File: config.mk
export PLATFORM = sky130hd
export DESIGN_NAME = alu_seq_param
export DESIGN_NICKNAME = d
export VERILOG_FILES = /design/src/rtl/alu_seq_param.sv
export SDC_FILE = /design/constraint.sdc
export NUM_CORES = 1
export LEC_CHECK = 0
export ABC_AREA = 1
export CORE_MARGIN = 5
export CORE_UTILIZATION = 55
export CTS_CLUSTER_DIAMETER = 200
export DETAILED_ROUTE_END_ITERATION = 8
export PLACE_DENSITY = 0.83
export SLEW_MARGIN = 10
export SYNTH_ARGS = -nofsm -noshare
export SYNTH_HDL_FRONTEND = slang
export SYNTH_SLANG_ARGS = --single-unit
File: constraint.sdc
create_clock -name CLk -period 3.2 [get_ports CLk]
set_input_delay 0.64 -clock CLk [delete_from_list [all_inputs] [get_ports CLk]]
set_output_delay 0.64 -clock CLk [all_outputs]
set_load 0.02 [all_outputs]
File: src/rtl/alu_seq_param.sv
// Sequential two-operand ALU with a single shared operand bus.
//
// A start request in idle latches the opcode and operand A; operand B follows on the next
// edge. Add/sub completes in one cycle; signed multiply (radix-2 Booth) and unsigned
// divide (restoring) each take exactly W cycles. Results are returned as one word
// (add/sub) or two consecutive words (mul: low/high product, div: quotient/remainder).
//
// Ports:
//   CLk    - clock, all state updates on the rising edge
//   RST    - synchronous active-high reset
//   Begin  - start request, honoured only in idle
//   op     - 0 add, 1 sub, 2 signed multiply, 3 unsigned divide
//   inbus  - operand bus (A on the start edge, B on the next edge)
//   outbus - registered result word, held until the next result or reset
//   valid  - high for each cycle outbus carries a new result word
//   busy   - high while an operation is in flight
//   ovf    - signed overflow for add/sub, divide-by-zero for divide
module alu_seq_param #(
  parameter int unsigned W = 8
) (
  input  logic         CLk,
  input  logic         RST,
  input  logic         Begin,
  input  logic [1:0]   op,
  input  logic [W-1:0] inbus,
  output logic [W-1:0] outbus,
  output logic         valid,
  output logic         busy,
  output logic         ovf
);

  localparam int unsigned CW = (W > 1) ? $clog2(W) : 1;

  typedef enum logic [2:0] {
    StIdle,
    StLoadB,
    StAddSub,
    StMul,
    StDiv,
    StOut1,
    StOut2
  } state_e;

  state_e        state_q, state_d;
  logic [1:0]    op_q, op_d;
  logic [W-1:0]  a_q, a_d;
  logic [W-1:0]  b_q, b_d;
  // hi holds the Booth partial product / the division remainder (one guard bit).
  // lo holds the multiplier / the dividend-then-quotient, or the add/sub result.
  logic [W:0]    hi_q, hi_d;
  logic [W-1:0]  lo_q, lo_d;
  logic          q1_q, q1_d;
  logic [CW-1:0] cnt_q, cnt_d;
  logic          flag_q, flag_d;
  logic [W-1:0]  outbus_q, outbus_d;
  logic          valid_q, valid_d;
  logic          busy_q, busy_d;
  logic          ovf_q, ovf_d;

  logic [W-1:0]  sum_w;
  logic          addsub_ovf;
  logic [W:0]    m_ext;
  logic [W:0]    booth_sum;
  logic [W:0]    rem_shift;
  logic [W:0]    rem_diff;

  always_comb begin
    // op_q[0] distinguishes sub from add
    sum_w = op_q[0] ? (a_q - b_q) : (a_q + b_q);
    if (op_q[0]) begin
      addsub_ovf = (a_q[W-1] != b_q[W-1]) && (sum_w[W-1] != a_q[W-1]);
    end else begin
      addsub_ovf = (a_q[W-1] == b_q[W-1]) && (sum_w[W-1] != a_q[W-1]);
    end

    m_ext = {a_q[W-1], a_q};
    case ({lo_q[0], q1_q})
      2'b01:   booth_sum = hi_q + m_ext;
      2'b10:   booth_sum = hi_q - m_ext;
      default: booth_sum = hi_q;
    endcase

    rem_shift = {hi_q[W-1:0], lo_q[W-1]};
    rem_diff  = rem_shift - {1'b0, b_q};
  end

  always_comb begin
    state_d  = state_q;
    op_d     = op_q;
    a_d      = a_q;
    b_d      = b_q;
    hi_d     = hi_q;
    lo_d     = lo_q;
    q1_d     = q1_q;
    cnt_d    = cnt_q;
    flag_d   = flag_q;
    outbus_d = outbus_q;
    valid_d  = 1'b0;
    busy_d   = busy_q;
    ovf_d    = ovf_q;

    unique case (state_q)
      StIdle: begin
        if (Begin) begin
          op_d    = op;
          a_d     = inbus;
          busy_d  = 1'b1;
          state_d = StLoadB;
        end
      end
      StLoadB: begin
        b_d    = inbus;
        cnt_d  = '0;
        hi_d   = '0;
        q1_d   = 1'b0;
        flag_d = 1'b0;
        case (op_q)
          2'd2: begin
            lo_d    = inbus;
            state_d = StMul;
          end
          2'd3: begin
            lo_d    = a_q;
            // A zero divisor falls out of the restoring loop as Q = all ones, Rm = A
            flag_d  = (inbus == '0);
            state_d = StDiv;
          end
          default: state_d = StAddSub;
        endcase
      end
      StAddSub: begin
        lo_d    = sum_w;
        flag_d  = addsub_ovf;
        state_d = StOut1;
      end
      StMul: begin
        // Arithmetic right shift of {hi, lo, q1} after the Booth add/subtract
        hi_d  = {booth_sum[W], booth_sum[W:1]};
        lo_d  = {booth_sum[0], lo_q[W-1:1]};
        q1_d  = lo_q[0];
        cnt_d = cnt_q + CW'(1);
        if (cnt_q == CW'(W - 1)) begin
          state_d = StOut1;
        end
      end
      StDiv: begin
        if (!rem_diff[W]) begin
          hi_d = rem_diff;
          lo_d = {lo_q[W-2:0], 1'b1};
        end else begin
          hi_d = rem_shift;
          lo_d = {lo_q[W-2:0], 1'b0};
        end
        cnt_d = cnt_q + CW'(1);
        if (cnt_q == CW'(W - 1)) begin
          state_d = StOut1;
        end
      end
      StOut1: begin
        outbus_d = lo_q;
        ovf_d    = flag_q;
        valid_d  = 1'b1;
        if (op_q[1]) begin
          state_d = StOut2;
        end else begin
          busy_d  = 1'b0;
          state_d = StIdle;
        end
      end
      StOut2: begin
        outbus_d = hi_q[W-1:0];
        valid_d  = 1'b1;
        busy_d   = 1'b0;
        state_d  = StIdle;
      end
      default: state_d = StIdle;
    endcase
  end

  always_ff @(posedge CLk) begin
    if (RST) begin
      state_q  <= StIdle;
      op_q     <= '0;
      a_q      <= '0;
      b_q      <= '0;
      hi_q     <= '0;
      lo_q     <= '0;
      q1_q     <= 1'b0;
      cnt_q    <= '0;
      flag_q   <= 1'b0;
      outbus_q <= '0;
      valid_q  <= 1'b0;
      busy_q   <= 1'b0;
      ovf_q    <= 1'b0;
    end else begin
      state_q  <= state_d;
      op_q     <= op_d;
      a_q      <= a_d;
      b_q      <= b_d;
      hi_q     <= hi_d;
      lo_q     <= lo_d;
      q1_q     <= q1_d;
      cnt_q    <= cnt_d;
      flag_q   <= flag_d;
      outbus_q <= outbus_d;
      valid_q  <= valid_d;
      busy_q   <= busy_d;
      ovf_q    <= ovf_d;
    end
  end

  assign outbus = outbus_q;
  assign valid  = valid_q;
  assign busy   = busy_q;
  assign ovf    = ovf_q;

endmodule

## Word level (Yosys, flattened, before mapping)

Cells that the tools add are included.

- Register bits after elaboration: 54
- Output and inout bits: 11

- $add $sub $neg: 6
- Equality and inequality tests: 18
- Muxes and demuxes: 22
- Reduce and logical (&&, ||, !) cells: 17

Operators with widths:

| kind | number |
|---|---|
| $pmux 8 s2 | 2 |
| $pmux 8 s4 | 1 |
| $pmux 9 s3 | 1 |
| $pmux 9 s2 | 1 |
| $pmux 3 s5 | 1 |
| $eq 3x3->1 const B | 4 |
| $pmux 3 s2 | 2 |
| $add 9x9->9 | 1 |
| $mux 3 | 3 |
| $mux 9 | 1 |
| $sub 9x8->9 | 1 |
| $sub 9x9->9 | 1 |
| $add 8x8->8 | 1 |
| $logic_not 8->1 | 1 |
| $mux 8 | 1 |
| $reduce_bool 2->1 | 4 |
| $sub 8x8->8 | 1 |
| $eq 2x2->1 const B | 3 |
| $eq 3x2->1 const B | 2 |
| $mux 1 | 6 |
| $reduce_and 2->1 | 3 |
| $reduce_bool 3->1 | 2 |
| $ne 2x2->1 const B | 2 |
| $pmux 1 s2 | 2 |
| other kinds (13) | 16 |

## Longest topological paths before layout

Gate-level depths: netlist (run 1).

- Depth after elaboration: 6
- Gate-level depth with buffers: 21
- Depth with buffers taken out: 21

## Worst setup path after synthesis (run 1)

OpenSTA, ideal clock, no wires.

- Path type: reg2reg
- Start: register lo_q[7]
- End: register hi_q[3]
- Library setup time: 0.110 ns
- Arrival time: 2.457 ns
- Required time: 3.090 ns
- Path slack: 0.633 ns
- Stages on the path, launching flop included: 18
- Buffers on the path: 1
- Period minus slack after synthesis: 2.567 ns
- Path through: dfxtp_1 > inv_1 > ha_1 > inv_1 > fa_1 > nand4_1 > o211ai_1 > a21oi_1 > o21bai_1 > ha_1 > inv_1 > clkbuf_1 > a21oi_1 > o21ai_0 > o211ai_1 > o221ai_1 > nand2_1 > inv_1

- Word-level cells in the longest chain between the ends: 3

Ends and longest elaborated chain:

| what | RTL line | source |
|---|---|---|
| start, declared | 51 | `logic [W-1:0] lo_q, lo_d;` |
| start signal, assigned | 201 | `lo_q <= lo_d;` |
| $sub 9x8->9 | 84 | `rem_diff = rem_shift - {1'b0, b_q};` |
| $mux 9 | 147 | `if (!rem_diff[W]) begin` |
| $pmux 9 s3 | 102 | `unique case (state_q)` |
| end signal, assigned | 200 | `hi_q <= hi_d;` |
| end, declared | 50 | `logic [W:0] hi_q, hi_d;` |

No other way between the ends.
A chain may end at the register's enable or synchronous reset.

## Worst setup path in the final report (run 1)

Ends and elaborated chain as after synthesis.

==> results of run 1 <==
through the flow:
step	hold WS (ns)	total power, W
final	0.476	0.00503
after global placement	0.451	0.00443
after global routing	0.503	0.00553
after CTS	0.473	0.00496
after detailed placement	0.456	0.00452
after floorplan	0.429	0.00373
critical path, stage by stage, from the launching register on:
cell      delay, ns
dfxtp_1        0.34
inv_1          0.10
ha_1           0.15
inv_1          0.05
fa_1           0.42
nand4_1        0.13
o211ai_1       0.13
a21oi_1        0.16
o21bai_1       0.08
ha_1           0.40
inv_1          0.19
a21oi_1        0.14
o21ai_0        0.10
o211ai_1       0.09
o221ai_1       0.16
nand2_1        0.10
inv_1          0.06
metal layers:
metal / track usage, % / wire (microns) / vias to the layer above
met4: 9.01 / 247 / 0
met2: 40.6 / 5080 / 199
met3: 1.97 / 876 / 23
met5: 0 / 0 / -
met1: 35.7 / 5030 / 1882
li1: - / - / 2085
flip-flops by register name, summed over array words and instances, names as in the netlist:
| register | cells |
|---|---|
| q1_q | 1 |
| a_q | 8 |
| flag_q | 1 |
| lo_q | 8 |
| outbus | 8 |
| op_q | 2 |
| b_q | 8 |
| ovf | 1 |
| busy | 1 |
| hi_q | 9 |
| valid | 1 |
| cnt_q | 3 |
| state_q | 3 |
cell type report:
type	count	area, sq um
Clock buffer	5	68.8
Clock inverter	3	28.8
Fill cell	691	2780
Inverter	110	413
Multi-Input combinational cell	433	2430
Sequential cell	54	1080
Tap cell	99	124
Timing Repair Buffer	25	245
kinds of logic (layout without fill, tap and decap cells):
family                   count (synthesis)  in the layout  synth area share [%]
adder cells (fa/ha/maj)                 32             32                  10.6
XOR/XNOR                                14             14                  3.07
AND/OR/NAND/NOR                        207            207                  22.1
flip-flops                              54             54                  27.1
buffers and inverters                  127            143                  12.1
AO/OA/AOI/OAI                          180            180                  25.1
cell usage after synthesis:
master / count / area share [%]
o21bai_1: 6 / 1.1
a21boi_0: 1 / 0.19
nand2_1: 111 / 10
o21ai_0: 59 / 7.4
nand4_1: 10 / 1.6
a21oi_1: 79 / 9.9
dfxtp_1: 54 / 27
xor2_1: 12 / 2.6
or2_2: 2 / 0.31
ha_1: 29 / 9.1
o211ai_1: 8 / 1.5
o22ai_4: 1 / 0.50
o31ai_1: 2 / 0.38
nand3_1: 34 / 4.3
a221oi_1: 1 / 0.22
nor2_1: 34 / 3.2
a31oi_1: 4 / 0.63
nand2_2: 5 / 0.78
o221ai_1: 2 / 0.44
nor4_1: 1 / 0.16
fa_1: 3 / 1.5
a31o_2: 1 / 0.22
a211oi_1: 2 / 0.38
nor3_1: 8 / 1.0
o22ai_1: 13 / 2.0
inv_2: 9 / 0.85
nor2_2: 1 / 0.16
a22oi_1: 1 / 0.19
clkbuf_1: 12 / 1.1
buf_2: 5 / 0.63
nor2_4: 1 / 0.28
xnor2_1: 2 / 0.44
inv_1: 101 / 9.5
worst max path at each step:
stage          slack [ns]                    to                 start  cells after the start
3_5_place_dp         0.43  hi_q[3]$_SDFFE_PP0P_  lo_q[7]$_SDFFE_PP0P_                     16
6_report             0.31  hi_q[3]$_SDFFE_PP0P_  lo_q[7]$_SDFFE_PP0P_                     16
2_1_floorplan        0.63  hi_q[3]$_SDFFE_PP0P_  lo_q[7]$_SDFFE_PP0P_                     17
4_1_cts              0.41  hi_q[3]$_SDFFE_PP0P_  lo_q[7]$_SDFFE_PP0P_                     16
5_1_grt              0.03  hi_q[7]$_SDFFE_PP0P_   a_q[1]$_SDFFE_PP0P_                     21
3_3_place_gp         0.54  hi_q[3]$_SDFFE_PP0P_   b_q[0]$_SDFFE_PP0P_                     15
power by group through the flow:
stage	combinational, W	sequential (W)	clock (W)
floorplan	0.00272	0.00101	0
global placement	0.00338	0.00105	0
detailed placement	0.00346	0.00105	0
CTS	0.00350	0.00104	0.000425
global route	0.00402	0.00106	0.000454
finish	0.00355	0.00105	0.000433
==> qor_table.md, run 1 <==
| Item | This run |
| --- | --- |
| Internal reg-to-reg setup slack | 0.31 ns |
| Number of setup violations in the final report | 0 |
| Reg-to-reg startpoint | lo_q[7]$_SDFFE_PP0P_ |
| Area inside the core boundary | 7180 sq um |
| Tightest Hold Check Type | reg2reg |
| RSZ-0062 raised after global routing | no |
| Combinational Power Share | 70.6% |
| Dpl hpwl | 8.82 mm |
| Area of the mapped netlist | 4000 sq um |
| Slew margin rel. | 39.2% |
| Max clock buf depth | 2 |
| Routed WL | 11.2 mm |
| Arrival time of the worst setup path | 3.11 ns |
| Number of nets in the synthesized netlist | 659 |
| Status | completed |
| Fmax | 346 MHz |
| Post-place instance area | 4300 sq um |
| Port bufs | 23 |
| Capture point of the worst reg-to-reg path | hi_q[3]$_SDFFE_PP0P_ |
| Vias per std cell | 5.75 |
| H-tree Lvls | 2 |
| Overall global routing resource usage | 25.4% |
| Clock Sinks | 54 |
| Final worst-path setup slack | 0.311 ns |
| Vert. Die Dim | 95.2 microns |
| Hold_buf cts | 0 |
| Transition time of the tightest slew-check pin | 0.911 ns |
| Final global-route overflow total | 0 |
| First-pass iteration count of the detailed router | 5 |
| Overall die area | 9070 sq um |
| Unique cell type count in the Yosys netlist | 33 |
| Wire length of the first global-routing pass | 18.2 mm |
| Post-CTS setup repair buffer count | 0 |
| Worst-path fanout max | 11 |
| Insertion delay to the later sink of the worst-skew pair | 0.32 ns |
| Number of nets in the layout | 674 |
| Synthesis warning total | 0 |
| Inst Count DP | 721 |
| Resized cells post-CTS | 0 |
| Overall die width | 95.2 microns |
| Internal portion of total power | 0.00224 W |
| Worst Path Required | 3.43 ns |
| Most frequent standard cell in the layout excluding fill and tap cells | nand2_1 |
| Clock tree from TritonCTS | built |
| Period Utilization, post-route | 90.3% |
| Commonest cells after routing, fill and taps aside | nand2_1 (111), inv_1 (101), a21oi_1 (79) |
| Vias in the first global route | 3,823 |
| Min Tclk post-route | 2.89 ns |
| Maximum number of pins on one net before global-route repair | 30 |
| Post-route antenna net violation count | 0 |
| Final cell count without fillers | 729 |
| Switching power share of the total | 55.3% |
| Worst clock skew | 0.0109 ns |
| Mapped Avg Cell Area | 6.51 sq um |
| Number of endpoints with negative hold slack in the final report | 0 |
| RePlAce Congestion | 0.947 |
| Worst slack at placement | 0.427 ns |
| Final Slew Violations | 0 |
| Startpoint Class | register |
| Antenna violations before repair | 0 |
| Hold Crit Depth | 2 |
| Gate count of the mapped netlist | 614 |
| Iteration-0 DRC count of the detailed router | 404 |
| Cell area after layout | 4390 sq um |
| Fraction of final layout cells with drive strength greater than 1 | 4.76% |
| Sequential cell area fraction in the yosys report | 27.1% |
| Type of destination of the critical path | register |
| Routed wirelength normalized by instance count | 15.4 microns |
| IR Drop Worst-Case VDD | 661 uV |
| Worst min-delay path startpoint | lo_q[5]$_SDFFE_PP0P_ |
| Pwr dens | 1140 nW/um^2 |
| Seq pwr share | 20.8% |
| Net switching power | 0.00278 W |
| Residual DRC count | 0 |
| CTS Root Cell | clkbuf_8 |
| Count of inserted antenna diode cells | 0 |
| Flip-flop and latch count after synthesis | 54 |
| Core Util, Final | 61.2% |
| Total CTS buffers | 5 |
| Area added between synthesis and finish | 9.92% |
| I/O pins | 24 |
| Initial Util | 55.7% |
| Worst setup path class | reg2reg |
| Site Rows | 31 |
| Number of vias in the routed layout | 4,189 |
| Pleak | 1.98 nW |
| Clock share of power | 8.6% |
| Depth of the most critical reg-to-reg path | 16 |
| Clock transition at the registers of the reported paths | 0.12 ns |
| Destination of the worst hold path | lo_q[5]$_SDFFE_PP0P_ |
| TNS Setup | 0 ns |
| Count of max-cap constraint violations | 0 |
No activity file was read; power rests on OpenSTA's default activity.
==> inputs of run 2 (changes only) <==
--- a/config.mk
+++ b/config.mk
@@ -6,11 +6,12 @@
 export NUM_CORES = 1
 export LEC_CHECK = 0
 export ABC_AREA = 1
+export CAP_MARGIN = 20
 export CORE_MARGIN = 5
-export CORE_UTILIZATION = 55
+export CORE_UTILIZATION = 35
 export CTS_CLUSTER_DIAMETER = 200
 export DETAILED_ROUTE_END_ITERATION = 8
-export PLACE_DENSITY = 0.83
+export PLACE_DENSITY = 0.6
 export SLEW_MARGIN = 10
 export SYNTH_ARGS = -nofsm -noshare
 export SYNTH_HDL_FRONTEND = slang
==> run 2 against run 1 <==
Global-route usage is 6.8 points lower. Flip-flop and latch count stayed put. Combinational power is 1% higher. Largest power group unchanged. Largest cell class unchanged. Via count is 2.7% lower. Clock skew is 0.0021 ns lower. Worst setup slack better by 0.046 ns. Register-to-register slack better by 0.05 ns.
==> qor_table.md, run 2 (synthesized netlist as in run 1, its figures left out) <==
| Item | This run | Change |
| --- | --- | --- |
| Status | completed | unchanged |
| Worst Path Required | 3.40 ns | was 3.43 ns |
| Count of inserted antenna diode cells | 0 | unchanged |
| Post-CTS setup repair buffer count | 0 | unchanged |
| Number of endpoints with negative hold slack in the final report | 0 | unchanged |
| Port bufs | 23 | unchanged |
| Transition time of the tightest slew-check pin | 0.946 ns | was 0.911 ns |
| Area added between synthesis and finish | 12.7% | was 9.92% |
| Routed WL | 12.2 mm | was 11.2 mm |
| Hold_buf cts | 0 | unchanged |
| H-tree Lvls | 2 | unchanged |
| Area inside the core boundary | 11,300 sq um | was 7180 sq um |
| Layer with the highest usage after global routing | met2 | unchanged |
| Clock tree from TritonCTS | built | unchanged |
| Largest register by flop count | hi_q | unchanged |
| Worst setup path class | reg2reg | unchanged |
| Clock Sinks | 54 | unchanged |
| Fraction of final layout cells with drive strength greater than 1 | 4.76% | unchanged |
| Overall power | 0.00523 W | was 0.00503 W |
| Worst-path fanout max | 11 | unchanged |
| Dpl hpwl | 9.61 mm | was 8.82 mm |
| Number of vias in the routed layout | 4,074 | was 4,189 |
| Commonest cells after routing, fill and taps aside | nand2_1 (111), inv_1 (101), a21oi_1 (79) | unchanged |
| Number of nets in the layout | 674 | unchanged |
| Worst slack at placement | 0.382 ns | was 0.427 ns |
| Met1 Use GR | 25.6% | was 35.7% |
| Final Slew Violations | 0 | unchanged |
| Filler cell count | 1,226 | was 691 |
| Period Utilization, post-route | 88.8% | was 90.3% |
| Residual DRC count | 0 | unchanged |
| Type of destination of the critical path | register | unchanged |
| Overall global routing resource usage | 18.6% | was 25.4% |
| Routed wirelength normalized by instance count | 15.8 microns | was 15.4 microns |
| Fmax | 352 MHz | was 346 MHz |
| IR Drop Worst-Case VDD | 657 uV | was 661 uV |
| Clock transition at the registers of the reported paths | 0.08 ns | was 0.12 ns |
| TNS Setup | 0 ns | unchanged |
| Initial Util | 35.3% | was 55.7% |
| Antenna violations before repair | 0 | unchanged |
| Flip-flop count of the largest register after layout | 9 | unchanged |
| Resized cells post-CTS | 0 | unchanged |
| Worst clock skew | 0.00882 ns | was 0.0109 ns |
| Iteration-0 DRC count of the detailed router | 287 | was 404 |
| RSZ-0062 raised after global routing | no | unchanged |
| Number of setup violations in the final report | 0 | unchanged |
| Overall die width | 117 microns | was 95.2 microns |
| Tightest Hold Check Type | reg2reg | unchanged |
| Vert. Die Dim | 117 microns | was 95.2 microns |
| Startpoint Class | register | unchanged |
| Final global-route overflow total | 0 | unchanged |
| Most frequent standard cell in the layout excluding fill and tap cells | nand2_1 | unchanged |
| Total CTS buffers | 5 | unchanged |
| Post-route antenna net violation count | 0 | unchanged |
| Site Rows | 39 | was 31 |
| Insertion delay to the later sink of the worst-skew pair | 0.30 ns | was 0.32 ns |
| Slew margin rel. | 36.9% | was 39.2% |
| Arrival time of the worst setup path | 3.04 ns | was 3.11 ns |
| CTS Root Cell | clkbuf_16 | was clkbuf_8 |
| Max clock buf depth | 2 | unchanged |
| Met2 demand-to-capacity share in global routing | 29.2% | was 40.6% |
| I/O pins | 24 | unchanged |
| First-pass iteration count of the detailed router | 5 | unchanged |
| Pleak | 2.01 nW | was 1.98 nW |
| Maximum number of pins on one net before global-route repair | 30 | unchanged |
| Overall die area | 13,700 sq um | was 9070 sq um |
| Pwr dens | 1160 nW/um^2 | was 1140 nW/um^2 |
| Count of max-cap constraint violations | 0 | unchanged |
| Met3 Usage GRT | 2.52% | was 1.97% |
| Min Tclk post-route | 2.84 ns | was 2.89 ns |
| Final worst-path setup slack | 0.357 ns | was 0.311 ns |
| Vias in the first global route | 3,979 | was 3,823 |
| Vias per std cell | 5.27 | was 5.75 |
| Fin Hold WS | 0.471 ns | was 0.476 ns |
| Wire length of the first global-routing pass | 20.1 mm | was 18.2 mm |
| RePlAce Congestion | 0.993 | was 0.947 |
-- run 2: stage by stage --
stage | std cells | utilization (%) | instance area (sq um)
final | 773 | 39.8 | 4500
after global routing | 773 | 39.8 | 4500
after CTS | 773 | 39.8 | 4500
after detailed placement | 765 | 38.4 | 4350
after global placement | 765 | 38.4 | 4350
after floorplan | 614 | - | 4000
-- run 2: power breakdown --
| group | internal, W | switching, W | total, W |
|---|---|---|---|
| registers | 0.000854 | 0.000198 | 0.00105 |
| clock network | 0.000300 | 0.000284 | 0.000584 |
| logic | 0.00123 | 0.00237 | 0.00359 |
| total | 0.00238 | 0.00285 | 0.00523 |
-- run 2: cell type report --
cell class	instances	area [sq um]	share of cell area, %
clock buffer	5	125	2.78
clock inverter	3	28.8	0.639
inverter	110	413	9.17
multi-input combinational	433	2430	54.0
sequential	54	1080	24.0
tap	143	179	3.97
timing repair buffer	25	245	5.44
-- run 2: layer usage --
metal | wire [microns] | share of wire, %
met1 | 5690 | 47
met2 | 5440 | 45
met3 | 601 | 4.9
met4 | 448 | 3.7
met5 | 0 | 0
-- run 2: final timing paths --
kind	startpoint	endpoint	slack (ns)	depth (start not counted)
worst max-delay path	lo_q[7]$_SDFFE_PP0P_	hi_q[3]$_SDFFE_PP0P_	0.36	16
worst min-delay path	cnt_q[0]$_SDFFE_PP0P_	cnt_q[0]$_SDFFE_PP0P_	0.47	1
worst max register to register	lo_q[7]$_SDFFE_PP0P_	hi_q[3]$_SDFFE_PP0P_	0.36	16
worst min register to register	cnt_q[0]$_SDFFE_PP0P_	cnt_q[0]$_SDFFE_PP0P_	0.47	1
-- run 2: critical path: stages, from the launching register on --
cell and delay (ns):
dfxtp_1 0.33, inv_1 0.11, ha_1 0.15, inv_1 0.06
fa_1 0.41, nand4_1 0.11, o211ai_1 0.12, a21oi_1 0.16
o21bai_1 0.08, ha_1 0.39, inv_1 0.20, a21oi_1 0.14
o21ai_0 0.10, o211ai_1 0.09, o221ai_1 0.13, nand2_1 0.08
inv_1 0.05
==> inputs of run 3 (changes only) <==
--- a/config.mk
+++ b/config.mk
@@ -9,9 +9,11 @@
 export CAP_MARGIN = 20
 export CORE_MARGIN = 5
 export CORE_UTILIZATION = 35
+export CTS_BUF_LIST = sky130_fd_sc_hd__clkbuf_8 sky130_fd_sc_hd__clkbuf_16
 export CTS_CLUSTER_DIAMETER = 200
+export CTS_CLUSTER_SIZE = 14
 export DETAILED_ROUTE_END_ITERATION = 8
-export PLACE_DENSITY = 0.6
+export PLACE_DENSITY = 0.64
 export SLEW_MARGIN = 10
 export SYNTH_ARGS = -nofsm -noshare
 export SYNTH_HDL_FRONTEND = slang
==> run 3 against run 2 <==
Wire length down 3.4%. Global-route usage down 0.44 points. Via count up 3.5%. Register-to-register slack about the same. Largest power group unchanged.
==> qor_table.md, run 3 (synthesized netlist as in run 1, its figures left out) <==
| Item | This run | Change |
| --- | --- | --- |
| Number of setup violations in the final report | 0 | unchanged |
| Vias per std cell | 5.45 | was 5.27 |
| Max clock buf depth | 2 | unchanged |
| Vias in the first global route | 4,064 | was 3,979 |
| TNS Setup | 0 ns | unchanged |
| Tightest Hold Check Type | reg2reg | unchanged |
| Reg-to-reg startpoint | lo_q[7]$_SDFFE_PP0P_ | unchanged |
| Pleak | 2.01 nW | unchanged |
| Inst Count DP | 765 | unchanged |
| Period Utilization, post-route | 88.6% | was 88.8% |
| CTS Root Cell | clkbuf_16 | unchanged |
| I/O pins | 24 | unchanged |
| Transition time of the tightest slew-check pin | 0.955 ns | was 0.946 ns |
| Routed WL | 11.8 mm | was 12.2 mm |
| Area added between synthesis and finish | 12.7% | unchanged |
| Maximum number of pins on one net before global-route repair | 30 | unchanged |
| Worst slack at placement | 0.403 ns | was 0.382 ns |
| Area inside the core boundary | 11,300 sq um | unchanged |
| Flip-flop count of the largest register after layout | 9 | unchanged |
| Dpl hpwl | 9.15 mm | was 9.61 mm |
| Final cell count without fillers | 773 | unchanged |
| Worst setup path class | reg2reg | unchanged |
| Count of max-cap constraint violations | 0 | unchanged |
| Initial Util | 35.3% | unchanged |
| Clock transition at the registers of the reported paths | 0.08 ns | about the same |
| Worst setup startpoint | lo_q[7]$_SDFFE_PP0P_ | unchanged |
| Resized cells post-CTS | 0 | unchanged |
| RePlAce Congestion | 0.938 | was 0.993 |
| Number of endpoints with negative hold slack in the final report | 0 | unchanged |
| Overall die width | 117 microns | unchanged |
| Post-route antenna net violation count | 0 | unchanged |
| Fmax | 353 MHz | was 352 MHz |
| Pwr dens | 1150 nW/um^2 | was 1160 nW/um^2 |
| Routed wirelength normalized by instance count | 15.2 microns | was 15.8 microns |
| Overall die area | 13,700 sq um | unchanged |
| Count of inserted antenna diode cells | 0 | unchanged |
| Type of destination of the critical path | register | unchanged |
| Commonest cells after routing, fill and taps aside | nand2_1 (111), inv_1 (101), a21oi_1 (79) | unchanged |
| Worst clock skew | 0.00374 ns | was 0.00882 ns |
| Total CTS buffers | 5 | unchanged |
| Worst-path fanout max | 11 | unchanged |
| Worst Path Required | 3.39 ns | was 3.40 ns |
| Site Rows | 39 | unchanged |
| Residual DRC count | 0 | unchanged |
| Core Util, Final | 39.8% | unchanged |
| Overall global routing resource usage | 18.1% | was 18.6% |
| Most frequent standard cell in the layout excluding fill and tap cells | nand2_1 | unchanged |
| Worst min-delay path startpoint | outbus[3]$_SDFFE_PP0N_ | was cnt_q[0]$_SDFFE_PP0P_ |
| Slew margin rel. | 36.3% | was 36.9% |
| Insertion delay to the later sink of the worst-skew pair | 0.29 ns | was 0.30 ns |
| Fin Hold WS | 0.472 ns | was 0.471 ns |
| RSZ-0062 raised after global routing | no | unchanged |
| Min Tclk post-route | 2.84 ns | about the same |
| Final worst-path setup slack | 0.364 ns | was 0.357 ns |
| Largest register by flop count | hi_q | unchanged |
| First-pass iteration count of the detailed router | 5 | unchanged |
| Status | completed | unchanged |
| Antenna violations before repair | 0 | unchanged |
| IR Drop Worst-Case VDD | 484 uV | was 657 uV |
| Final Slew Violations | 0 | unchanged |
| Fraction of final layout cells with drive strength greater than 1 | 4.76% | unchanged |
| Wire length of the first global-routing pass | 19.8 mm | was 20.1 mm |
| Port bufs | 23 | unchanged |
| Clock Sinks | 54 | unchanged |
| Number of vias in the routed layout | 4,215 | was 4,074 |
| Hold_buf cts | 0 | unchanged |
| H-tree Lvls | 2 | unchanged |
| Clock tree from TritonCTS | built | unchanged |
| Final global-route overflow total | 0 | unchanged |
| Startpoint Class | register | unchanged |
| Iteration-0 DRC count of the detailed router | 299 | was 287 |
| Number of nets in the layout | 674 | unchanged |
| Post-CTS setup repair buffer count | 0 | unchanged |
| Vert. Die Dim | 117 microns | unchanged |
| Arrival time of the worst setup path | 3.03 ns | was 3.04 ns |
## run 3: layout make-up
cell class | count | area (sq um)
inverters | 110 | 413
multi-input cells | 433 | 2430
flip-flops and latches | 54 | 1080
clock buffers | 5 | 125
repair buffers | 25 | 245
clock inverters | 3 | 28.8
fillers | 1193 | 6820
well taps | 143 | 179
## run 3: stage by stage
stage	total power [W]	instance area, sq um
after CTS	0.00512	4500
after detailed placement	0.00452	4350
after floorplan	0.00373	4000
after global placement	0.00446	4350
final	0.00516	4500
after global routing	0.00573	4500
## run 3: critical path: stages (launching register included)
cell and delay (ns):
dfxtp_1 0.33, inv_1 0.11, ha_1 0.16, inv_1 0.06, fa_1 0.41, nand4_1 0.12, o211ai_1 0.12, a21oi_1 0.16
o21bai_1 0.08, ha_1 0.39, inv_1 0.19, a21oi_1 0.16, o21ai_0 0.10, o211ai_1 0.08, o221ai_1 0.14, nand2_1 0.08
inv_1 0.05
## run 3: power breakdown
part	total (W)	switching, W	internal (W)
Combinational	0.00353	0.00231	0.00122
Sequential	0.00105	0.000195	0.000854
Clock	0.000578	0.000279	0.000299
## run 3: path summary, 6_finish.rpt
check	end	slack, ns	cells after the start
setup / recovery	hi_q[3]$_SDFFE_PP0P_	0.36	16
hold / removal	outbus[3]$_SDFFE_PP0N_	0.47	2
setup reg to reg	hi_q[3]$_SDFFE_PP0P_	0.36	16
hold reg to reg	outbus[3]$_SDFFE_PP0N_	0.47	2
## run 3: layer usage
metal | routed length [microns] | global-route usage [%]
met5 | 0 | 0
met4 | 255 | 6.35
met3 | 799 | 2.37
met2 | 5560 | 30.5
met1 | 5140 | 23.8
==> patch (config.mk and constraints of run 2) <==
Set the parameter `W` to 32 (it was 8).
--- a/src/rtl/alu_seq_param.sv
+++ b/src/rtl/alu_seq_param.sv
@@ -18,3 +18,3 @@
 module alu_seq_param #(
-  parameter int unsigned W = 8
+  parameter int unsigned W = 32
 ) (
Ports: changed (resized inbus and outbus); port bits go from 24 to 72. The function was not compared with the original's and may differ.
==> patch against run 2 <==
The flow now finishes with violations (setup timing). Design area rose to 5.4 times the old value. Area after synthesis grew to 4.0 times the old value. Routed wire length rose to 6.8 times the old value. Utilization up 13 points. Synthesized cell count rose to 4.4 times the old value. Total power grew to 5.8 times the old value. Setup slack got worse by 0.73 ns. Sequential cell count up 122. Critical endpoint is now lo_q[30]$_SDFFE_PP0P_. Highest routed layer is now met5.
==> patch: results (changes against run 2) <==
- Worst Hold Endpoint: busy$_SDFFE_PP0P_ (was cnt_q[0]$_SDFFE_PP0P_)
- Port Buffers: 71 (was 23)
- Int Power: 14.01 mW (was 2.379 mW)
- Placed Area: 20520 sq um (was 4350 sq um)
- Met2 Usage GRT: 50.26% (was 29.16%)
- Met2 WL: 37.66 mm (was 5.443 mm)
- Post-Syn Area per Cell: 5.917 sq um (was 6.509 sq um)
- Placed Cells: 3736 (was 765)
- Worst-path maximum fanout: 4 (was 11)
- Highest Signal Layer: met5 (was met4)
- Final worst slack: -0.3702 ns (was 0.3571 ns)
- Status: finished, violations left (was finished, final reports clean)
- Syn_nets: 2868 (was 659)
- Crit path max-delay family: simple AND/OR/NAND/NOR gates (was adder cells)
- Max FFs per register: 33 (was 9)
- FF-to-FF path depth: 23 (was 16)
- Dpl hpwl: 64.01 mm (was 9.615 mm)
- M1 GR Usage: 40.53% (was 25.60%)
- Place WS: -0.7120 ns (was 0.3821 ns)
- Vias: 21180 (was 4074)
- Worst r2r src: b_q[0]$_SDFFE_PP0P_ (was lo_q[7]$_SDFFE_PP0P_)
- Commonest cells post-synth: nand2_1 (677), inv_1 (365), a21oi_1 (336) (was nand2_1 (111), inv_1 (101), a21oi_1 (79))
- Sw power: 16.16 mW (was 2.849 mW)
- Final Setup Violations: 35 (was 0)
- Failing checks: setup timing
- First-pass GRT wire length: 120.3 mm (was 20.15 mm)
- Met3 Use GR: 5.925% (was 2.519%)
- Clock Latency Late Sink: 0.48 ns (was 0.30 ns)
- TritonCTS Buffers: 17 (was 5)
- Reg2reg end: lo_q[30]$_SDFFE_PP0P_ (was hi_q[3]$_SDFFE_PP0P_)
- Final net count: 3352 (was 674)
[patch: cell families (layout without fill, tap and decap cells)]
| logic type | after synthesis | after routing | synth area share [%] |
|---|---|---|---|
| DFF | 176 | 176 | 21.83 |
| and+or+nand+nor | 1171 | 1171 | 30.07 |
| adders and majority gates | 104 | 104 | 8.203 |
| AOI/OAI and AO/OA | 731 | 731 | 24.90 |
| buffers and inverters | 479 | 976 | 11.41 |
| other | 0 | 1 | 0 |
| xor gates and xnor gates | 66 | 66 | 3.582 |
[patch: final cells by class]
| cell class | instances | area (sq um) |
|---|---|---|
| flip-flops and latches | 176 | 3535 |
| repair buffers | 564 | 4706 |
| clock buffers | 19 | 442.9 |
| well taps | 600 | 750.7 |
| fillers | 4543 | 21290 |
| multi-input cells | 2072 | 13190 |
| clock inverters | 13 | 117.6 |
| inverters | 380 | 1446 |
| diodes | 1 | 2.502 |
[patch: timing repair]
action                                 4_1_cts  5_1_grt
setup buffers                               36       31
endpoints found under the hold margin        0        0
pin swaps                                  133      191
resized for setup                          368      301
cloned                                       3        1
setup endpoints to repair                   54       57
[patch: worst max path at each step]
stage	from	endpoint	slack [ns]	cells after the start
2_1_floorplan	b_q[1]$_SDFFE_PP0P_	lo_q[30]$_SDFFE_PP0P_	0.01	22
3_3_place_gp	b_q[0]$_SDFFE_PP0P_	lo_q[30]$_SDFFE_PP0P_	-0.64	23
3_5_place_dp	b_q[0]$_SDFFE_PP0P_	lo_q[30]$_SDFFE_PP0P_	-0.71	23
4_1_cts	b_q[1]$_SDFFE_PP0P_	lo_q[30]$_SDFFE_PP0P_	-0.37	23
5_1_grt	b_q[0]$_SDFFE_PP0P_	lo_q[30]$_SDFFE_PP0P_	-0.58	23
6_report	b_q[0]$_SDFFE_PP0P_	lo_q[30]$_SDFFE_PP0P_	-0.37	23
